### src/rtl/nibble_serial_sub_pkg.sv
// Shared types and constants for the nibble-serial subtractor.
// Holds the controller state encoding and the slice width.
package nibble_serial_sub_pkg;

    localparam int SLICE_W = 4;

    typedef enum logic [1:0] {
        IDLE = 2'd0,
        RUN  = 2'd1,
        DONE = 2'd2
    } state_e;

endpackage

### src/rtl/nibble_serial_sub_if.sv
// Operand/result handshake bundle for nibble_serial_sub.
// The master side supplies operands and consumes results; the slave is the subtractor.
interface nibble_serial_sub_if #(
    parameter int WIDTH = 16
);
    logic             in_valid;
    logic             in_ready;
    logic [WIDTH-1:0] a;
    logic [WIDTH-1:0] b;
    logic             b_in;
    logic             out_valid;
    logic             out_ready;
    logic [WIDTH-1:0] d;
    logic             b_out;
    logic             ovf;
    logic             zero;

    modport master (
        output in_valid, a, b, b_in, out_ready,
        input  in_ready, out_valid, d, b_out, ovf, zero
    );

    modport slave (
        input  in_valid, a, b, b_in, out_ready,
        output in_ready, out_valid, d, b_out, ovf, zero
    );
endinterface

### src/rtl/nibble_serial_sub_sub4_slice.sv
// Combinational 4-bit subtract x - y - bi using borrow lookahead.
// Computed as x + ~y + ~bi; the borrow out is the inverted carry out.
module sub4_slice
    import nibble_serial_sub_pkg::*;
(
    input  logic [SLICE_W-1:0] x,
    input  logic [SLICE_W-1:0] y,
    input  logic               bi,
    output logic [SLICE_W-1:0] diff,
    output logic               bo
);

    logic [SLICE_W-1:0] g_s;
    logic [SLICE_W-1:0] p_s;
    logic [SLICE_W:0]   c_s;

    // Lookahead carries over x and ~y; every carry depends only on g/p and c0.
    always_comb begin
        g_s    = x & ~y;
        p_s    = x ^ ~y;
        c_s[0] = ~bi;
        c_s[1] = g_s[0] | (p_s[0] & c_s[0]);
        c_s[2] = g_s[1] | (p_s[1] & g_s[0]) | (p_s[1] & p_s[0] & c_s[0]);
        c_s[3] = g_s[2] | (p_s[2] & g_s[1]) | (p_s[2] & p_s[1] & g_s[0])
               | (p_s[2] & p_s[1] & p_s[0] & c_s[0]);
        c_s[4] = g_s[3] | (p_s[3] & g_s[2]) | (p_s[3] & p_s[2] & g_s[1])
               | (p_s[3] & p_s[2] & p_s[1] & g_s[0])
               | (p_s[3] & p_s[2] & p_s[1] & p_s[0] & c_s[0]);
        diff   = p_s ^ c_s[SLICE_W-1:0];
        bo     = ~c_s[SLICE_W];
    end

endmodule

### src/rtl/nibble_serial_sub.sv
// Multi-cycle WIDTH-bit subtractor d = a - b - b_in, one nibble per clock, LSB first.
// A borrow register chains the slices; flags are produced when the last slice lands.
module nibble_serial_sub
    import nibble_serial_sub_pkg::*;
#(
    parameter int WIDTH = 16
) (
    input  logic                 clk,
    input  logic                 rst,
    nibble_serial_sub_if.slave   bus
);

    localparam int NSLICE = WIDTH / SLICE_W;
    localparam int IDX_W  = (NSLICE > 1) ? $clog2(NSLICE) : 1;
    localparam logic [IDX_W-1:0] LAST_IDX = IDX_W'(NSLICE - 1);
    localparam int MSB    = WIDTH - 1;

    state_e             state_q, state_d;
    logic [IDX_W-1:0]   idx_q, idx_d;
    logic [WIDTH-1:0]   a_q, a_d;
    logic [WIDTH-1:0]   b_q, b_d;
    logic               borrow_q, borrow_d;
    logic [WIDTH-1:0]   d_q, d_d;
    logic               b_out_q, b_out_d;
    logic               ovf_q, ovf_d;
    logic               zero_q, zero_d;
    logic               in_ready_q, in_ready_d;
    logic               out_valid_q, out_valid_d;

    logic [SLICE_W-1:0] slice_x_s;
    logic [SLICE_W-1:0] slice_y_s;
    logic [SLICE_W-1:0] slice_diff_s;
    logic               slice_bo_s;
    logic [WIDTH-1:0]   res_s;

    // Select the operand nibbles addressed by the slice index.
    always_comb begin
        slice_x_s = a_q[int'(idx_q) * SLICE_W +: SLICE_W];
        slice_y_s = b_q[int'(idx_q) * SLICE_W +: SLICE_W];
    end

    sub4_slice u_slice (
        .x    (slice_x_s),
        .y    (slice_y_s),
        .bi   (borrow_q),
        .diff (slice_diff_s),
        .bo   (slice_bo_s)
    );

    // Next-state and datapath update; res_s is d with the current slice merged in.
    always_comb begin
        state_d  = state_q;
        idx_d    = idx_q;
        a_d      = a_q;
        b_d      = b_q;
        borrow_d = borrow_q;
        d_d      = d_q;
        b_out_d  = b_out_q;
        ovf_d    = ovf_q;
        zero_d   = zero_q;
        res_s    = d_q;
        res_s[int'(idx_q) * SLICE_W +: SLICE_W] = slice_diff_s;

        case (state_q)
            IDLE: begin
                if (bus.in_valid) begin
                    a_d      = bus.a;
                    b_d      = bus.b;
                    borrow_d = bus.b_in;
                    idx_d    = '0;
                    d_d      = '0;
                    b_out_d  = 1'b0;
                    ovf_d    = 1'b0;
                    zero_d   = 1'b0;
                    state_d  = RUN;
                end else begin
                    state_d  = IDLE;
                end
            end
            RUN: begin
                d_d      = res_s;
                borrow_d = slice_bo_s;
                if (idx_q == LAST_IDX) begin
                    idx_d   = '0;
                    b_out_d = slice_bo_s;
                    ovf_d   = (a_q[MSB] != b_q[MSB]) && (res_s[MSB] != a_q[MSB]);
                    zero_d  = (res_s == '0);
                    state_d = DONE;
                end else begin
                    idx_d   = idx_q + 1'b1;
                    state_d = RUN;
                end
            end
            DONE: begin
                if (bus.out_ready) begin
                    state_d = IDLE;
                end else begin
                    state_d = DONE;
                end
            end
            default: begin
                state_d = IDLE;
            end
        endcase

        in_ready_d  = (state_d == IDLE);
        out_valid_d = (state_d == DONE);
    end

    // State and datapath registers with synchronous reset.
    always_ff @(posedge clk) begin
        if (rst) begin
            state_q     <= IDLE;
            idx_q       <= '0;
            a_q         <= '0;
            b_q         <= '0;
            borrow_q    <= 1'b0;
            d_q         <= '0;
            b_out_q     <= 1'b0;
            ovf_q       <= 1'b0;
            zero_q      <= 1'b0;
            in_ready_q  <= 1'b1;
            out_valid_q <= 1'b0;
        end else begin
            state_q     <= state_d;
            idx_q       <= idx_d;
            a_q         <= a_d;
            b_q         <= b_d;
            borrow_q    <= borrow_d;
            d_q         <= d_d;
            b_out_q     <= b_out_d;
            ovf_q       <= ovf_d;
            zero_q      <= zero_d;
            in_ready_q  <= in_ready_d;
            out_valid_q <= out_valid_d;
        end
    end

    assign bus.in_ready  = in_ready_q;
    assign bus.out_valid = out_valid_q;
    assign bus.d         = d_q;
    assign bus.b_out     = b_out_q;
    assign bus.ovf       = ovf_q;
    assign bus.zero      = zero_q;

endmodule

### src/flat_wrapper.sv
// flat-port wrapper written by rule: the top's interface ports become plain ports
module nibble_serial_sub_flat import nibble_serial_sub_pkg::*;
#(
    parameter int WIDTH = 16
)
  (clk, rst, bus_in_valid, bus_a, bus_b, bus_b_in, bus_out_ready, bus_in_ready, bus_out_valid, bus_d, bus_b_out, bus_ovf, bus_zero);
  nibble_serial_sub_if #(.WIDTH(WIDTH)) bus_i ();
  input  logic clk;
  input  logic rst;
  input wire logic [$bits(bus_i.in_valid)-1:0] bus_in_valid;
  input wire logic [$bits(bus_i.a)-1:0] bus_a;
  input wire logic [$bits(bus_i.b)-1:0] bus_b;
  input wire logic [$bits(bus_i.b_in)-1:0] bus_b_in;
  input wire logic [$bits(bus_i.out_ready)-1:0] bus_out_ready;
  output wire logic [$bits(bus_i.in_ready)-1:0] bus_in_ready;
  output wire logic [$bits(bus_i.out_valid)-1:0] bus_out_valid;
  output wire logic [$bits(bus_i.d)-1:0] bus_d;
  output wire logic [$bits(bus_i.b_out)-1:0] bus_b_out;
  output wire logic [$bits(bus_i.ovf)-1:0] bus_ovf;
  output wire logic [$bits(bus_i.zero)-1:0] bus_zero;
  assign bus_i.in_valid = bus_in_valid;
  assign bus_i.a = bus_a;
  assign bus_i.b = bus_b;
  assign bus_i.b_in = bus_b_in;
  assign bus_i.out_ready = bus_out_ready;
  assign bus_in_ready = bus_i.in_ready;
  assign bus_out_valid = bus_i.out_valid;
  assign bus_d = bus_i.d;
  assign bus_b_out = bus_i.b_out;
  assign bus_ovf = bus_i.ovf;
  assign bus_zero = bus_i.zero;
  nibble_serial_sub #(.WIDTH(WIDTH)) u_core (.clk(clk), .rst(rst), .bus(bus_i));
endmodule
### config.mk
export PLATFORM = sky130hd
export DESIGN_NAME = nibble_serial_sub_flat
export DESIGN_NICKNAME = d
export VERILOG_FILES = /design/src/rtl/nibble_serial_sub_pkg.sv /design/src/rtl/nibble_serial_sub_if.sv /design/src/rtl/nibble_serial_sub_sub4_slice.sv /design/src/rtl/nibble_serial_sub.sv /design/src/flat_wrapper.sv
export SDC_FILE = /design/constraint.sdc
export NUM_CORES = 1
export LEC_CHECK = 0
export ABC_AREA = 1
export CAP_MARGIN = 30
export CORE_MARGIN = 3
export CORE_UTILIZATION = 46
export CTS_CLUSTER_DIAMETER = 120
export DETAILED_ROUTE_END_ITERATION = 16
export PLACE_DENSITY_LB_ADDON = 0.3
export SYNTH_ARGS = -nofsm -noshare
export SYNTH_HDL_FRONTEND = slang
export SYNTH_SLANG_ARGS = --single-unit
### constraint.sdc
create_clock -name clk -period 2.65 [get_ports clk]
set_input_delay 0.265 -clock clk [delete_from_list [all_inputs] [get_ports clk]]
set_output_delay 0.265 -clock clk [all_outputs]
set_load 0.03 [all_outputs]
# Word-level counts from Yosys, hierarchy flattened
# Cells that the tools add are included.
dict set report totals {
  inputBits 37
  ff_bits 58
}
dict set report op_classes {
  eq_ne 8
  n_reduce_logical 8
  shifts 4
  n_bitwise 32
  muxes 19
  n_addsub 2
}
# cell n
set ops {}
lappend ops {{$neg 4->33} 1}
lappend ops {{$shift 4x33->16 const A} 1}
lappend ops {{$shiftx 4x33->16} 1}
lappend ops {{$pmux 16 s2} 1}
lappend ops {{$shiftx 16x5->4} 2}
lappend ops {{$and 1x1->1} 16}
lappend ops {{$bwmux 16} 1}
lappend ops {{$logic_not 16->1} 1}
lappend ops {{$mux 16} 1}
lappend ops {{$or 1x1->1} 10}
lappend ops {{$mux 2} 4}
lappend ops {{$pmux 1 s2} 4}
lappend ops {{$xor 4x4->4} 2}
lappend ops {{$eq 2x2->1 const B} 3}
lappend ops {{$mux 1} 6}
lappend ops {{$pmux 2 s3} 1}
lappend ops {{$and 4x4->4} 1}
lappend ops {{$logic_not 2->1} 2}
lappend ops {{$not 4->4} 1}
lappend ops {{$pmux 2 s2} 1}
lappend ops {{$reduce_and 2->1} 2}
lappend ops {{$reduce_and 3->1} 1}
lappend ops {{$add 2x1->2 const B} 1}
lappend ops {{$eq 2x1->1 const B} 1}
lappend ops {{other kinds (6)} 8}

# Longest topological paths before layout
dict set report logic_depth {
  word_depth 14
  depth_mapped 18
  mapped_depth_nobuf 17
}

# Cells and area by module
# Synthesis repeated with hierarchy kept, for this count alone.
dict set report unflattened {
  hier_cells 427
  area_unflattened_um2 2880.3
}
# module area_per_inst_um2 seq_area_each_um2 n_inst cells_per_inst
set modules_own_cells {}
lappend modules_own_cells {nibble_serial_sub 2653.8 1161.1 1 386}
lappend modules_own_cells {sub4_slice 226.5 0.0 1 41}

# Worst setup path after synthesis
# Ideal clock, no wire load.
dict set report synth_timing {
  path_kind {register -> register}
  start {register u_core.idx_q[0]}
  end {register u_core.zero_q (netlist: u_core.bus.zero)}
  setup_time_ps 128
  arrival_ps 2406
  setup_slack_ps 115
  synth_period_minus_slack_ps 2535
  path_stages_with_launch 19
  path_cell_list {dfxtp_1 > inv_2 > clkbuf_1 > nand2_1 > a32oi_1 > inv_1 > fa_1 > nor2_1 > nand2_1 > o21ai_0 > inv_1 > nand2_1 > nor2_1 > nand2_1 > nor2_1 > nand2_1 > nor2_1 > nand3_1 > a21oi_1}
}
dict set report synth_via {
  elab_chain_len 13
}
# element line_no
set synth_lines {}
lappend synth_lines {{start: declaration} nibble_serial_sub.sv:19} ;# logic [IDX_W-1:0] idx_q, idx_d;
lappend synth_lines {{start signal: assignment} nibble_serial_sub.sv:126} ;# idx_q <= idx_d;
lappend synth_lines {{$shiftx 16x5->4} nibble_serial_sub.sv:39} ;# slice_y_s = b_q[int'(idx_q) * SLICE_W +: SLICE_W];
lappend synth_lines {{$not 4->4} {nibble_serial_sub_sub4_slice.sv:19, nibble_serial_sub_sub4_slice.sv:20}}
lappend synth_lines {{$xor 4x4->4 or $and 4x4->4 (tied branches)} {nibble_serial_sub_sub4_slice.sv:20, nibble_serial_sub_sub4_slice.sv:19}}
lappend synth_lines {{$and 1x1->1, on equally long branches} {nibble_serial_sub_sub4_slice.sv:24, nibble_serial_sub_sub4_slice.sv:25}}
lappend synth_lines {{$or 1x1->1, or another cell as far along} nibble_serial_sub_sub4_slice.sv:24} ;# c_s[3] = g_s[2] | (p_s[2] & g_s[1]) | (p_s[2] & p_s[1] & g_s[0])
lappend synth_lines {{$or 1x1->1 or $and 1x1->1 (tied branches)} {nibble_serial_sub_sub4_slice.sv:24, nibble_serial_sub_sub4_slice.sv:25}}
lappend synth_lines {{$or 1x1->1} nibble_serial_sub_sub4_slice.sv:25} ;# | (p_s[2] & p_s[1] & p_s[0] & c_s[0]);
lappend synth_lines {{$xor 4x4->4} nibble_serial_sub_sub4_slice.sv:29} ;# diff = p_s ^ c_s[SLICE_W-1:0];
lappend synth_lines {{$shiftx 4x33->16} nibble_serial_sub.sv:62} ;# res_s[int'(idx_q) * SLICE_W +: SLICE_W] = slice_diff_s;
lappend synth_lines {{$bwmux 16} nibble_serial_sub.sv:62}
lappend synth_lines {{$logic_not 16->1} nibble_serial_sub.sv:87} ;# zero_d = (res_s == '0);
lappend synth_lines {{$mux 1} nibble_serial_sub.sv:83} ;# if (idx_q == LAST_IDX) begin
lappend synth_lines {{$pmux 1 s2} nibble_serial_sub.sv:64} ;# case (state_q)
lappend synth_lines {{end signal: assignment} nibble_serial_sub.sv:133} ;# zero_q <= zero_d;
lappend synth_lines {{end: declaration} nibble_serial_sub.sv:26} ;# logic zero_q, zero_d;
# Parallel ways exist; a longest one is shown, timed or not. The select of a mux whose other input is x is not followed.
# A chain may end at the register's enable or synchronous reset.

# Worst setup path after layout
# Same ends and word-level chain as after synthesis.

==> run metrics <==
area leader, netlist=dfxtp_1; R2R Path Start=u_core.idx_q[0]; Worst setup EP type=register; clock latency on the worst-skew pair=340 ps; Crit Path Class=reg -> reg; CTS buffer count=9; Routed WL=between 7000 and 8000 um; combinational power share=24.2%; # Max-Cap Violations=0; Synth top area share=between 40% and 50%; Max VDD drop=approximately 330 uV; mapped cell area=approximately 0.0029 mm^2; post-layout minimum cycle time=roughly 2500 ps; Final Hold Viols=0; register share of total power=41.3%; Worst Hold End=u_core.bus.ovf; Synth Instances=421; Net Sw Frac=between 30 and 40%; Rows=28; cell leakage power=between 0.0015 and 0.002 uW; Yosys warnings=0; Hold Path Cell Cnt=2; leading post-synthesis cells by cell area=dfxtp_1 (40%), nor2_1 (12%), nand2_1 (12%), o21ai_0 (8.0%), a21oi_1 (4.9%); Critical Path AT=between 2000 and 3000 ps; CTS tree=built; count leader, synth=nor2_1; Clock Sinks=58; max-slew violations=0; worst min-delay path startpoint=u_core.bus.ovf; clock-pin slew on the worst setup and hold paths=about 70 ps; cells on worst reg2reg path=16; largest net degree at the start of global routing=35; Area Growth Syn to Fin=31.8%; Slew headroom=55.2%; Iteration-0 DRC Markers=218; WP data required=~2900 ps; share of layout cells above drive strength 1=around a tenth; clk_skew=around 8.5 ps; hold slack=475 ps; worst-margin pin slew=672 ps; switching pwr=710 uW; RSZ-0062 raised after global routing=false; Die Area=0.00723 mm^2; Post-DP HPWL=5390 um; via count=~2.9k; vias in the first global route=between 2k and 3k; Die X=85.0 um; Yosys cell types=30; grt met1 use=between 30% and 40%; first-pass GRT wire length=12,400 um; FF-to-FF setup slack=180 ps; internal power=between 1500 and 2000 uW; initial antenna violation count=0; Post-synth top flop=dfxtp_1; initial cell density of the core=47.9%; Fmax achieved=~400 MHz; Ports=58; CP Launch Type=register; # hold bufs at CTS=0; post-route cell area=about 0.0038 mm^2; PortBufs=57; Hold Crit Class=reg -> reg; Final Util=a little over three fifths; number of synthesized flops with an enable pin=0; M2 GR Usage=31.4%; Routed Antenna Nets=0; Vias per Instance=~5.2; total chip power=~2300 uW; power share of the clock group=roughly a third; residual DRC count=0; H-tree depth=3; diode count=0; Root Driver=clkbuf_8; wire length per cell=between 10 and 15 um; reg2reg end=u_core.bus.zero; status=finished, final reports clean; die height=85.0 um; register bit total from synthesis=58; syn avg cell area=about 6.8 um^2; PwrDens=a little over 600 mW/mm^2; Post-CTS Setup Bufs=0; busiest grt layer=met2; total iterations of the first detailed-routing run=5; sequential share of the synthesized area=about two fifths; # nets final=530; fin crit share=between 90% and 100%; Total GRT Usage=21.4%; async set-reset flop share out of synthesis=0%; core area=roughly 0.006 mm^2; most frequent cells after synthesis=nor2_1 (93), nand2_1 (90), dfxtp_1 (58); Placed Instance Area=0.00353 mm^2; Max FO, Critical Path=12; GRT met3 Usage=6.60%; Mapped Nets=between 400 and 500; Bufs on Longest Clock Path=2; grt total ovfl=0; gp weighted congestion=just over 0.9; final setup fails=0
-- worst max-delay path by stage --
stage                    start               to  cells past startpoint
2_1_floorplan  u_core.idx_q[0]  u_core.bus.zero                     18
3_3_place_gp   u_core.idx_q[1]  u_core.bus.zero                     16
3_5_place_dp   u_core.idx_q[0]  u_core.bus.zero                     17
4_1_cts        u_core.idx_q[0]  u_core.bus.zero                     16
5_1_grt        u_core.idx_q[1]  u_core.bus.zero                     14
6_report       u_core.idx_q[0]  u_core.bus.zero                     16
-- power groups by stage --
stage,clock network [uW],logic [uW],registers [uW]
5_1_grt,866,634,975
3_3_place_gp,0,525,983
2_1_floorplan,0,355,988
4_1_cts,813,537,966
3_5_place_dp,0,533,984
6_report,808,567,968
-- stage by stage --
stage,setup TNS (ps),instances,setup slack (ps)
after floorplan,0,421,115
after global placement,0,544,179
after CTS,0,558,41.1
final,0,559,182
after global routing,0,559,21.4
after detailed placement,-7.57,544,-7.57
-- worst max-delay path, cell delays in order (launching register included) --
cell and delay, ps:
dfxtp_4 400, buf_6 160, a21oi_2 70, a32oi_2 200, fa_1 470, nor2_1 180, nand2_1 110, o21ai_1 210
inv_1 60, nand2_1 60, nor2_1 40, nand2_1 70, nor2_1 40, nand2_1 80, nor2_2 40, nand3_1 100
a21oi_2 60
-- registers in the layout (all words and copies together), names as in the netlist --
name and flops:
u_core.bus.in_ready 1, u_core.bus.ovf 1, u_core.bus.out_valid 1, u_core.a_q 16
u_core.borrow_q 1, u_core.bus.b_out 1, u_core.bus.zero 1, u_core.b_q 16
u_core.idx_q 2, u_core.bus.d 16, u_core.state_q 2
-- cells in the final DEF (no fill, tap or decap) --
master            n
nor2_1           92
nand2_1          90
clkdlybuf4s50_1  57
dfxtp_1          57
o21ai_0          45
a21oi_1          25
inv_1            24
clkbuf_8         11
nand3_1          10
ha_1             10
buf_4            10
nand4_1           8
inv_2             5
a21oi_2           3
o22ai_1           3
nor2_2            3
nand2_2           3
a211oi_1          3
clkinv_2          3
a32oi_2           2
a32o_1            2
nor3_1            2
nand3_2           2
clkinv_4          1
inv_4             1
or2_0             1
and2_4            1
nand4_2           1
a22oi_1           1
o21ai_1           1
nand3b_1          1
a2bb2oi_1         1
fa_1              1
ha_4              1
bufinv_16         1
buf_6             1
dfxtp_4           1
-- area by class of cell --
type | count | area [um^2]
fillers | 553 | 2210
flip-flops and latches | 58 | 1160
multi-input cells | 312 | 1550
clock inverters | 3 | 40.0
well taps | 75 | 93.8
repair buffers | 68 | 657
clock buffers | 11 | 151
repair inverters | 1 | 5.00
inverters | 31 | 124
-- cells by family (layout without fill, tap and decap cells) --
logic type | after synthesis | in the layout | synth area share (%)
compound gates | 86 | 86 | 16.2
fa+ha+maj | 12 | 12 | 5.49
buf+inv | 51 | 114 | 7.28
flops | 58 | 58 | 40.4
simple gates | 214 | 214 | 30.6
-- repair_timing --
item | CTS | global route
resized for setup | 2 | 16
gates cloned | 0 | 1
pin swaps | 0 | 2
endpoints found under the hold margin | 0 | 0
setup endpoints to repair | 1 | 3
-- metal layers --
metal  share of wire, %  vias up  routed length, um
li1                   -     1490                  -
met1                 47     1303               3520
met2                 43      104               3210
met3                7.2       15                536
met4                2.0        0                147
met5                  0        -                  0
(Power assumes the default switching activity.)
